==> config.mk <==
export PLATFORM = sky130hd
export DESIGN_NAME = hazard_tracker
export DESIGN_NICKNAME = d
export VERILOG_FILES = /design/src/rtl/hazard_tracker_pkg.sv /design/src/rtl/md_busy_counter.sv /design/src/rtl/hazard_tracker.sv
export SDC_FILE = /design/constraint.sdc
export NUM_CORES = 1
export LEC_CHECK = 0
export ABC_AREA = 1
export CORE_UTILIZATION = 50
export CTS_BUF_LIST = sky130_fd_sc_hd__clkbuf_4 sky130_fd_sc_hd__clkbuf_8
export DETAILED_ROUTE_END_ITERATION = 12
export PLACE_DENSITY = 0.92
export SYNTH_ARGS = -nofsm -noshare
export SYNTH_HDL_FRONTEND = slang
export SYNTH_HIERARCHICAL = 1
export SYNTH_SLANG_ARGS = --single-unit
export TNS_END_PERCENT = 1
==> constraint.sdc <==
create_clock -name clk -period 4.2 [get_ports clk]
set_input_delay 0.63 -clock clk [delete_from_list [all_inputs] [get_ports clk]]
set_output_delay 0.63 -clock clk [all_outputs]
set_load 0.01 [all_outputs]
==> src/rtl/hazard_tracker_pkg.sv <==
// Shared encodings, stage record and defaults for the D-stage hazard tracker.
package hazard_tracker_pkg;

  localparam logic [1:0] TUSE_D    = 2'd0;
  localparam logic [1:0] TUSE_E    = 2'd1;
  localparam logic [1:0] TUSE_M    = 2'd2;
  localparam logic [1:0] TNEW_LINK = 2'd0;
  localparam logic [1:0] TNEW_ALU  = 2'd1;
  localparam logic [1:0] TNEW_LOAD = 2'd2;

  localparam int unsigned DEF_MULT_CYCLES = 5;
  localparam int unsigned DEF_DIV_CYCLES  = 10;
  localparam int unsigned MD_CNT_W        = 8;

  typedef struct packed {
    logic       reg_write;
    logic [4:0] a3;
    logic [1:0] tnew;
  } stage_t;

  localparam stage_t STAGE_BUBBLE = '0;

  // A producer blocks a consumer only if its value is still further away than the use point.
  function automatic logic gpr_hazard(stage_t st, logic [4:0] src, logic used, logic [1:0] tuse);
    return used && st.reg_write && (st.a3 == src) && (src != 5'd0) && (st.tnew > tuse);
  endfunction

endpackage

==> src/rtl/md_busy_counter.sv <==
// Multiply/divide busy counter: loads a cycle count on start, counts down to zero.
module md_busy_counter
  import hazard_tracker_pkg::*;
#(
  parameter int unsigned W = MD_CNT_W
) (
  input  logic         clk,
  input  logic         reset,
  input  logic         load,
  input  logic [W-1:0] load_val,
  output logic         busy
);

  logic [W-1:0] cnt_q;
  logic [W-1:0] cnt_d;

  always_comb begin
    cnt_d = cnt_q;
    if (load) begin
      cnt_d = load_val;
    end else if (cnt_q != '0) begin
      cnt_d = cnt_q - W'(1);
    end
  end

  always_ff @(posedge clk or posedge reset) begin
    if (reset) begin
      cnt_q <= '0;
    end else begin
      cnt_q <= cnt_d;
    end
  end

  assign busy = (cnt_q != '0);

endmodule

==> src/rtl/hazard_tracker.sv <==
// Shadow E/M/W destination pipeline plus Tuse/Tnew and HI/LO busy stall generation.
module hazard_tracker
  import hazard_tracker_pkg::*;
#(
  parameter int unsigned MULT_CYCLES = DEF_MULT_CYCLES,
  parameter int unsigned DIV_CYCLES  = DEF_DIV_CYCLES
) (
  input  logic       clk,
  input  logic       reset,
  input  logic [4:0] D_rs,
  input  logic [4:0] D_rt,
  input  logic       D_use_rs,
  input  logic       D_use_rt,
  input  logic [1:0] D_Tuse_rs,
  input  logic [1:0] D_Tuse_rt,
  input  logic       D_RegWrite,
  input  logic [4:0] D_RegA3,
  input  logic [1:0] D_Tnew,
  input  logic       D_md_start,
  input  logic       D_md_div,
  input  logic       D_uses_md,
  output logic       stall,
  output logic       E_RegWrite,
  output logic       M_RegWrite,
  output logic       W_RegWrite,
  output logic [4:0] E_RegA3,
  output logic [4:0] M_RegA3,
  output logic [4:0] W_RegA3,
  output logic [1:0] E_Tnew,
  output logic [1:0] M_Tnew,
  output logic       md_busy
);

  stage_t       d_rec;
  stage_t       e_q, e_d;
  stage_t       m_q, m_d;
  logic         w_rw_q, w_rw_d;
  logic [4:0]   w_a3_q, w_a3_d;
  logic         gpr_stall;
  logic         md_stall;
  logic         md_load;
  logic [MD_CNT_W-1:0] md_load_val;

  always_comb begin
    d_rec.reg_write = D_RegWrite && (D_RegA3 != 5'd0);
    d_rec.a3        = D_RegA3;
    d_rec.tnew      = D_Tnew;

    gpr_stall = gpr_hazard(e_q, D_rs, D_use_rs, D_Tuse_rs)
              | gpr_hazard(e_q, D_rt, D_use_rt, D_Tuse_rt)
              | gpr_hazard(m_q, D_rs, D_use_rs, D_Tuse_rs)
              | gpr_hazard(m_q, D_rt, D_use_rt, D_Tuse_rt);
    md_stall  = D_uses_md && md_busy;
    stall     = gpr_stall | md_stall;

    // On a stall only E takes a bubble; M and W keep draining.
    e_d      = stall ? STAGE_BUBBLE : d_rec;
    m_d      = e_q;
    m_d.tnew = (e_q.tnew != 2'd0) ? (e_q.tnew - 2'd1) : 2'd0;
    w_rw_d   = m_q.reg_write;
    w_a3_d   = m_q.a3;

    md_load     = D_md_start && !stall;
    md_load_val = D_md_div ? MD_CNT_W'(DIV_CYCLES) : MD_CNT_W'(MULT_CYCLES);
  end

  always_ff @(posedge clk or posedge reset) begin
    if (reset) begin
      e_q    <= STAGE_BUBBLE;
      m_q    <= STAGE_BUBBLE;
      w_rw_q <= 1'b0;
      w_a3_q <= '0;
    end else begin
      e_q    <= e_d;
      m_q    <= m_d;
      w_rw_q <= w_rw_d;
      w_a3_q <= w_a3_d;
    end
  end

  md_busy_counter #(
    .W(MD_CNT_W)
  ) u_md_busy_counter (
    .clk      (clk),
    .reset    (reset),
    .load     (md_load),
    .load_val (md_load_val),
    .busy     (md_busy)
  );

  assign E_RegWrite = e_q.reg_write;
  assign E_RegA3    = e_q.a3;
  assign E_Tnew     = e_q.tnew;
  assign M_RegWrite = m_q.reg_write;
  assign M_RegA3    = m_q.a3;
  assign M_Tnew     = m_q.tnew;
  assign W_RegWrite = w_rw_q;
  assign W_RegA3    = w_a3_q;

endmodule

# Word level (Yosys, flattened, before mapping)
# Cells that the tools add are included.
[totals]
wordCells = 54
regBits = 30
latchBits = 0
input_bits = 29
mem_bits_rw = 0
mem_bits_ro = 0
out_inout_bits = 24
n_memories = 0
[op_classes]
n_bitwise = 4
shifts = 0
div = 0
addsub = 2
eq_ne = 4
n_mux = 5
magnitude_cmp = 4
reduce_logical = 26
multipliers = 0
[ops]
columns = ["operator", "n"]
rows = [
  ["two-way mux 8 bit", 3],
  ["equality test 5 bit", 4],
  ["logical AND 1 bit", 19],
  ["nonzero test 5 bit", 3],
  ["> comparator 2 bit", 4],
  ["nonzero test 8 bit", 1],
  ["subtractor 8 x 1 -> 8 bit, second input constant", 1],
  ["two-way mux 4 bit", 1],
  ["OR 1 bit", 4],
  ["nonzero test 2 bit", 2],
  ["two-way mux 2 bit", 1],
  ["subtractor 2 x 1 -> 2 bit, second input constant", 1],
  ["logical NOT 1 bit", 1],
]

# Longest topological paths before layout
[depth]
word_depth = 11
ltp_mapped = 17
depth_no_buf = 16

# Hierarchy
# The synthesis kept the hierarchy.
[by_module_without_submodules]
columns = ["mod", "cells_each", "area_per_inst_um2", "seq_area_each_um2", "instances"]
rows = [
  ["hazard_tracker", 184, 1327.5, 550.5, 1],
  ["md_busy_counter", 79, 560.5, 200.2, 1],
]

# Worst setup path before layout
# No wires, ideal clock.
[synth_path]
path_kind = "in2reg"
startpoint = "input port D_Tuse_rs[1]"
endpoint = "register u_md_busy_counter.cnt_q[1]"
path_slack_ns = 2.001
stages = 15
t_required_ns = 4.082
n_path_buf = 1
t_arrival_ns = 2.081
setup_ns = 0.118
cell_sequence = "inv_1 -> ha_1 -> inv_1 -> o21bai_1 -> nand2_1 -> nor2_1 -> nand2_1 -> nand2_1 -> nand2_2 -> nand3_4 -> nor2_1 -> buf_6 -> o21ai_0 -> nand2_1 -> o21ai_2"
[synth_between]
elab_chain_len = 9
elab_cells_between_ends = 12
cone_classes = "order compare: 2; mux: 1; bitwise: 4; reduce/logical: 5"
[synth_rtl]
columns = ["item", "line_no", "rtl"]
rows = [
  ["from (decl)", "hazard_tracker.sv:14", "input logic [1:0] D_Tuse_rs,"],
  ["> comparator 2 bit", "hazard_tracker_pkg.sv:25", "return used && st.reg_write && (st.a3 == src) && (src != 5'd0) && (st.tnew > tuse);"],
  ["logical AND 1 bit", "hazard_tracker_pkg.sv:25", ""],
  ["OR 1 bit", "hazard_tracker.sv:50", "| gpr_hazard(e_q, D_rt, D_use_rt, D_Tuse_rt)"],
  ["OR 1 bit *", "hazard_tracker.sv:51", "| gpr_hazard(m_q, D_rs, D_use_rs, D_Tuse_rs)"],
  ["OR 1 bit *", "hazard_tracker.sv:52", "| gpr_hazard(m_q, D_rt, D_use_rt, D_Tuse_rt);"],
  ["OR 1 bit *", "hazard_tracker.sv:54", "stall = gpr_stall | md_stall;"],
  ["via stall", "hazard_tracker.sv:22", "output logic stall,"],
  ["logical NOT 1 bit *", "hazard_tracker.sv:63", "md_load = D_md_start && !stall;"],
  ["logical AND 1 bit *", "hazard_tracker.sv:63", ""],
  ["via md_load", "hazard_tracker.sv:41", "logic md_load;"],
  ["two-way mux 8 bit or nonzero test 2 bit (tied branches)", "n/a", ""],
  ["to (signal assigned)", "md_busy_counter.sv:30", "cnt_q <= cnt_d;"],
  ["to (decl)", "md_busy_counter.sv:14", "logic [W-1:0] cnt_q;"],
]
# The timed path passes the listed nets; every way through them passes the cells marked *.
# A chain may end at the register's enable or synchronous reset.

# Worst setup path in the final report
[layout_path]
startpoint = "input port D_Tuse_rs[1]"
endpoint = "output port stall"
[layout_between]
elab_chain_len = 6
elab_cells_between_ends = 8
cone_classes = "order compare: 2; bitwise: 4; reduce/logical: 2"
[layout_rtl]
columns = ["item", "line_no"]
rows = [
  ["> comparator 2 bit", "hazard_tracker_pkg.sv:25"],
  ["logical AND 1 bit", "hazard_tracker_pkg.sv:25"],
  ["OR 1 bit", "hazard_tracker.sv:50"],
  ["OR 1 bit *", "hazard_tracker.sv:51"],
  ["OR 1 bit *", "hazard_tracker.sv:52"],
  ["OR 1 bit *", "hazard_tracker.sv:54"],
  ["to (decl)", "hazard_tracker.sv:22"],
]
# Every way passes the cells marked *; elsewhere a longest branch is shown, timed or not.

==> results.md <==
- Outcome: finished clean
- Clock transition at the registers of the reported paths: 0.07 ns
- Resized cells post-CTS: 0
- PwrDens: 398 mW/mm2
- Layout area overhead: 34.9%
- Dpl hpwl: 3410 um
- # DRC: 0
- TritonCTS clock tree: yes
- Reg2Reg Launch Point: E_Tnew[1]
- Cell count after synthesis: 263
- Grt total ovfl: 0
- Chip height: 63.5 um
- Slew headroom: 44.6%
- Vias per cell: 4.83
- Hold Crit Depth: 0
- CP max stage delay: 0.56 ns
- Vias in the first global route: 1756
- Antenna viol nets, final: 0
- # setup viols final: 0
- Post-CTS setup buffer count: 0
- Final WS setup: 0.764 ns
- Hold Path End: M_RegA3[1]
- Min Tclk post-route: 3.44 ns
- Synth Area per Inst: 7.18 um2
- Fin cells: 367
- Syn. warnings: 6
- Worst min path class: flip-flop to flip-flop
- Critical path's slowest cell: clkdlybuf4s50_1
- Gp weighted congestion: 0.930
- Fmax: 0.291 GHz
- Total of max-cap violations: 0
- Worst-Skew Late Latency: 0.28 ns
- R2R depth: 16
- Crit Path Max Fanout: 10
- Most common cell after layout, fill and taps aside: nand2_1
- Num Clock Sinks: 30
- Worst slew pin tran: 0.830 ns
- Number of port buffers: 52
- Final Hold Fails: 0
- Die area: 0.00403 mm2
- Clk buf depth: 2
- Die Wd: 63.5 um
- Nets: 359
- Flops & latches, synth: 30
- TritonRoute pass-1 iters: 4
- RSZ-0062 raised after global routing: false
- Pre-CTS setup slack: 0.864 ns
- Commonest cells after routing, fill and taps aside: nand2_1 (78), inv_1 (54), clkdlybuf4s50_1 (52), nor2_1 (36), dfrtp_1 (30)
- Cell total after placement: 359
- Fin util: 73.4%
- First-pass GRT wire length: 7700 um
- Total Wirelength: 4500 um
- Worst Hold Launch: E_RegA3[1]
- Worst Path Arrival: 2.81 ns
- Layout cells sized above 1: 7.17%
- Maximum VDD drop: 0.000255 V
- Routed len/inst: 12.3 um
- Root buffer cell: clkbuf_8
- Worst Path Buf+Inv: 4
- P_leak: 1.34 nW
- Register area share after synthesis: 39.8%
- Final Cycle Share: 81.8%
- Mapped Area: 0.00189 mm2
- Skew final: 0.00906 ns
- R2R Path End: u_md_busy_counter/cnt_q[0]
- Largest net degree at the start of global routing: 23
- Flop2flop setup slack: 1.88 ns
- Crit. End Element: output port
- Total core area: 0.00347 mm2
- # diodes: 0
- Cts hold-fix bufs: 0
- Initial antenna violation count: 0
- TNS Setup: 0 ns
- Global Route Usage Sum: 25.4%
- Initial Utilization: 54.4%
- Via count: 1772
- Critical Path RT: 3.57 ns
- Largest delay share family, worst path: buffers and inverters
- Max Slew Vio Count: 0
- Most Frequent Cell on Critical Path: nand2_1
- CTS HTree Levels: 2
- TritonCTS Buffers: 5
- Cells along the critical path: clkdlybuf4s50_1 > inv_1 > ha_1 > nand2_1 > inv_1 > nor2_1 > nand2_1 > nor2_1 > nand2_1 > nand2_1 > nand2_2 > nand3_4 > clkdlybuf4s50_1
- Kind of critical path: input pin to output port
- Ports: 53
- Rows: 21
- DR iter-0 viols: 141
- Synth unique cells: 23
- Nature of the critical path startpoint: input pin
[synthesized netlist by cell type]
cell	count	area [um2]
nand3_4	1	17.5
xor2_1	2	17.5
o21bai_1	4	30.0
nand2_2	4	25.0
nand3_1	7	35.0
buf_6	1	11.3
nor3_1	3	15.0
dfrtp_1	30	751
conb_1	1	3.75
nand2_1	78	293
o21ai_0	5	25.0
nand4_1	3	18.8
inv_1	54	203
buf_4	5	37.5
nor2_2	2	12.5
nor2_4	2	22.5
inv_2	1	3.75
ha_1	10	125
a21oi_1	4	20.0
nor2_1	36	135
xnor2_1	5	43.8
a21boi_0	1	7.51
o21ai_2	4	35.0
[through the flow]
| step | hold WS, ns | power [W] | instance area [um2] |
|---|---|---|---|
| 2_1_floorplan | 0.375 | 0.000618 | 1900 |
| 3_3_place_gp | 0.399 | 0.000719 | 2440 |
| 3_5_place_dp | 0.412 | 0.000737 | 2440 |
| 4_1_cts | 0.428 | 0.00102 | 2550 |
| 5_1_grt | 0.443 | 0.00109 | 2550 |
| 6_report | 0.417 | 0.00101 | 2550 |
[routing by layer]
metal  vias up  wire (um)  part of all wire (%)  GRT usage, %
met5         -          0                     0             0
met4         0         88                   2.0          12.2
met3         8        244                   5.4          6.16
met2        61       2270                    50          41.5
met1       817       1900                    42          31.1
li1        886          -                     -             -
[cell families (layout without fill, tap and decap cells)]
logic type | Yosys count | after routing | synth area share [%]
XOR/XNOR | 7 | 7 | 3.25
flip-flops | 30 | 30 | 39.8
other | 1 | 4 | 0.199
AO/OA/AOI/OAI | 18 | 18 | 6.23
buffers and inverters | 61 | 116 | 13.5
adder cells (fa/ha/maj) | 10 | 10 | 6.63
AND/OR/NAND/NOR | 136 | 136 | 30.4
[registers in the layout, indices dropped and copies added, names as in the netlist]
register and cells:
M_Tnew 2, u_md_busy_counter/cnt_q 8, E_Tnew 2, M_RegWrite 1, E_RegWrite 1, W_RegWrite 1, W_RegA3 5, M_RegA3 5
E_RegA3 5
[power breakdown]
group	leakage (nW)	total, W	internal (W)	switching [W]
sequential	0.382	0.000395	0.000341	0.0000540
combinational	0.902	0.000351	0.000151	0.000200
clock	0.0575	0.000269	0.000165	0.000104
[area by class of cell]
cell class                      count  area [um2]
Multi-Input combinational cell    175         893
Sequential cell                    30         751
Clock buffer                        8         110
Inverter                           55         206
Timing Repair Buffer               53         528
Tap cell                           46        57.6
Fill cell                         260         922
[how the worst max path moves through the flow]
| stage | startpoint | end | slack, ns | depth (start not counted) |
|---|---|---|---|---|
| floorplan | D_Tuse_rs[1] | u_md_busy_counter/cnt_q[1] | 2.00 | 15 |
| global placement | D_Tuse_rt[1] | stall | 0.91 | 13 |
| detailed placement | D_Tuse_rs[1] | stall | 0.86 | 13 |
| CTS | D_Tuse_rs[1] | stall | 0.78 | 13 |
| global route | D_Tuse_rs[1] | stall | 0.62 | 13 |
| finish | D_Tuse_rs[1] | stall | 0.76 | 13 |
Note: power is estimated with default switching activity, not from simulation.
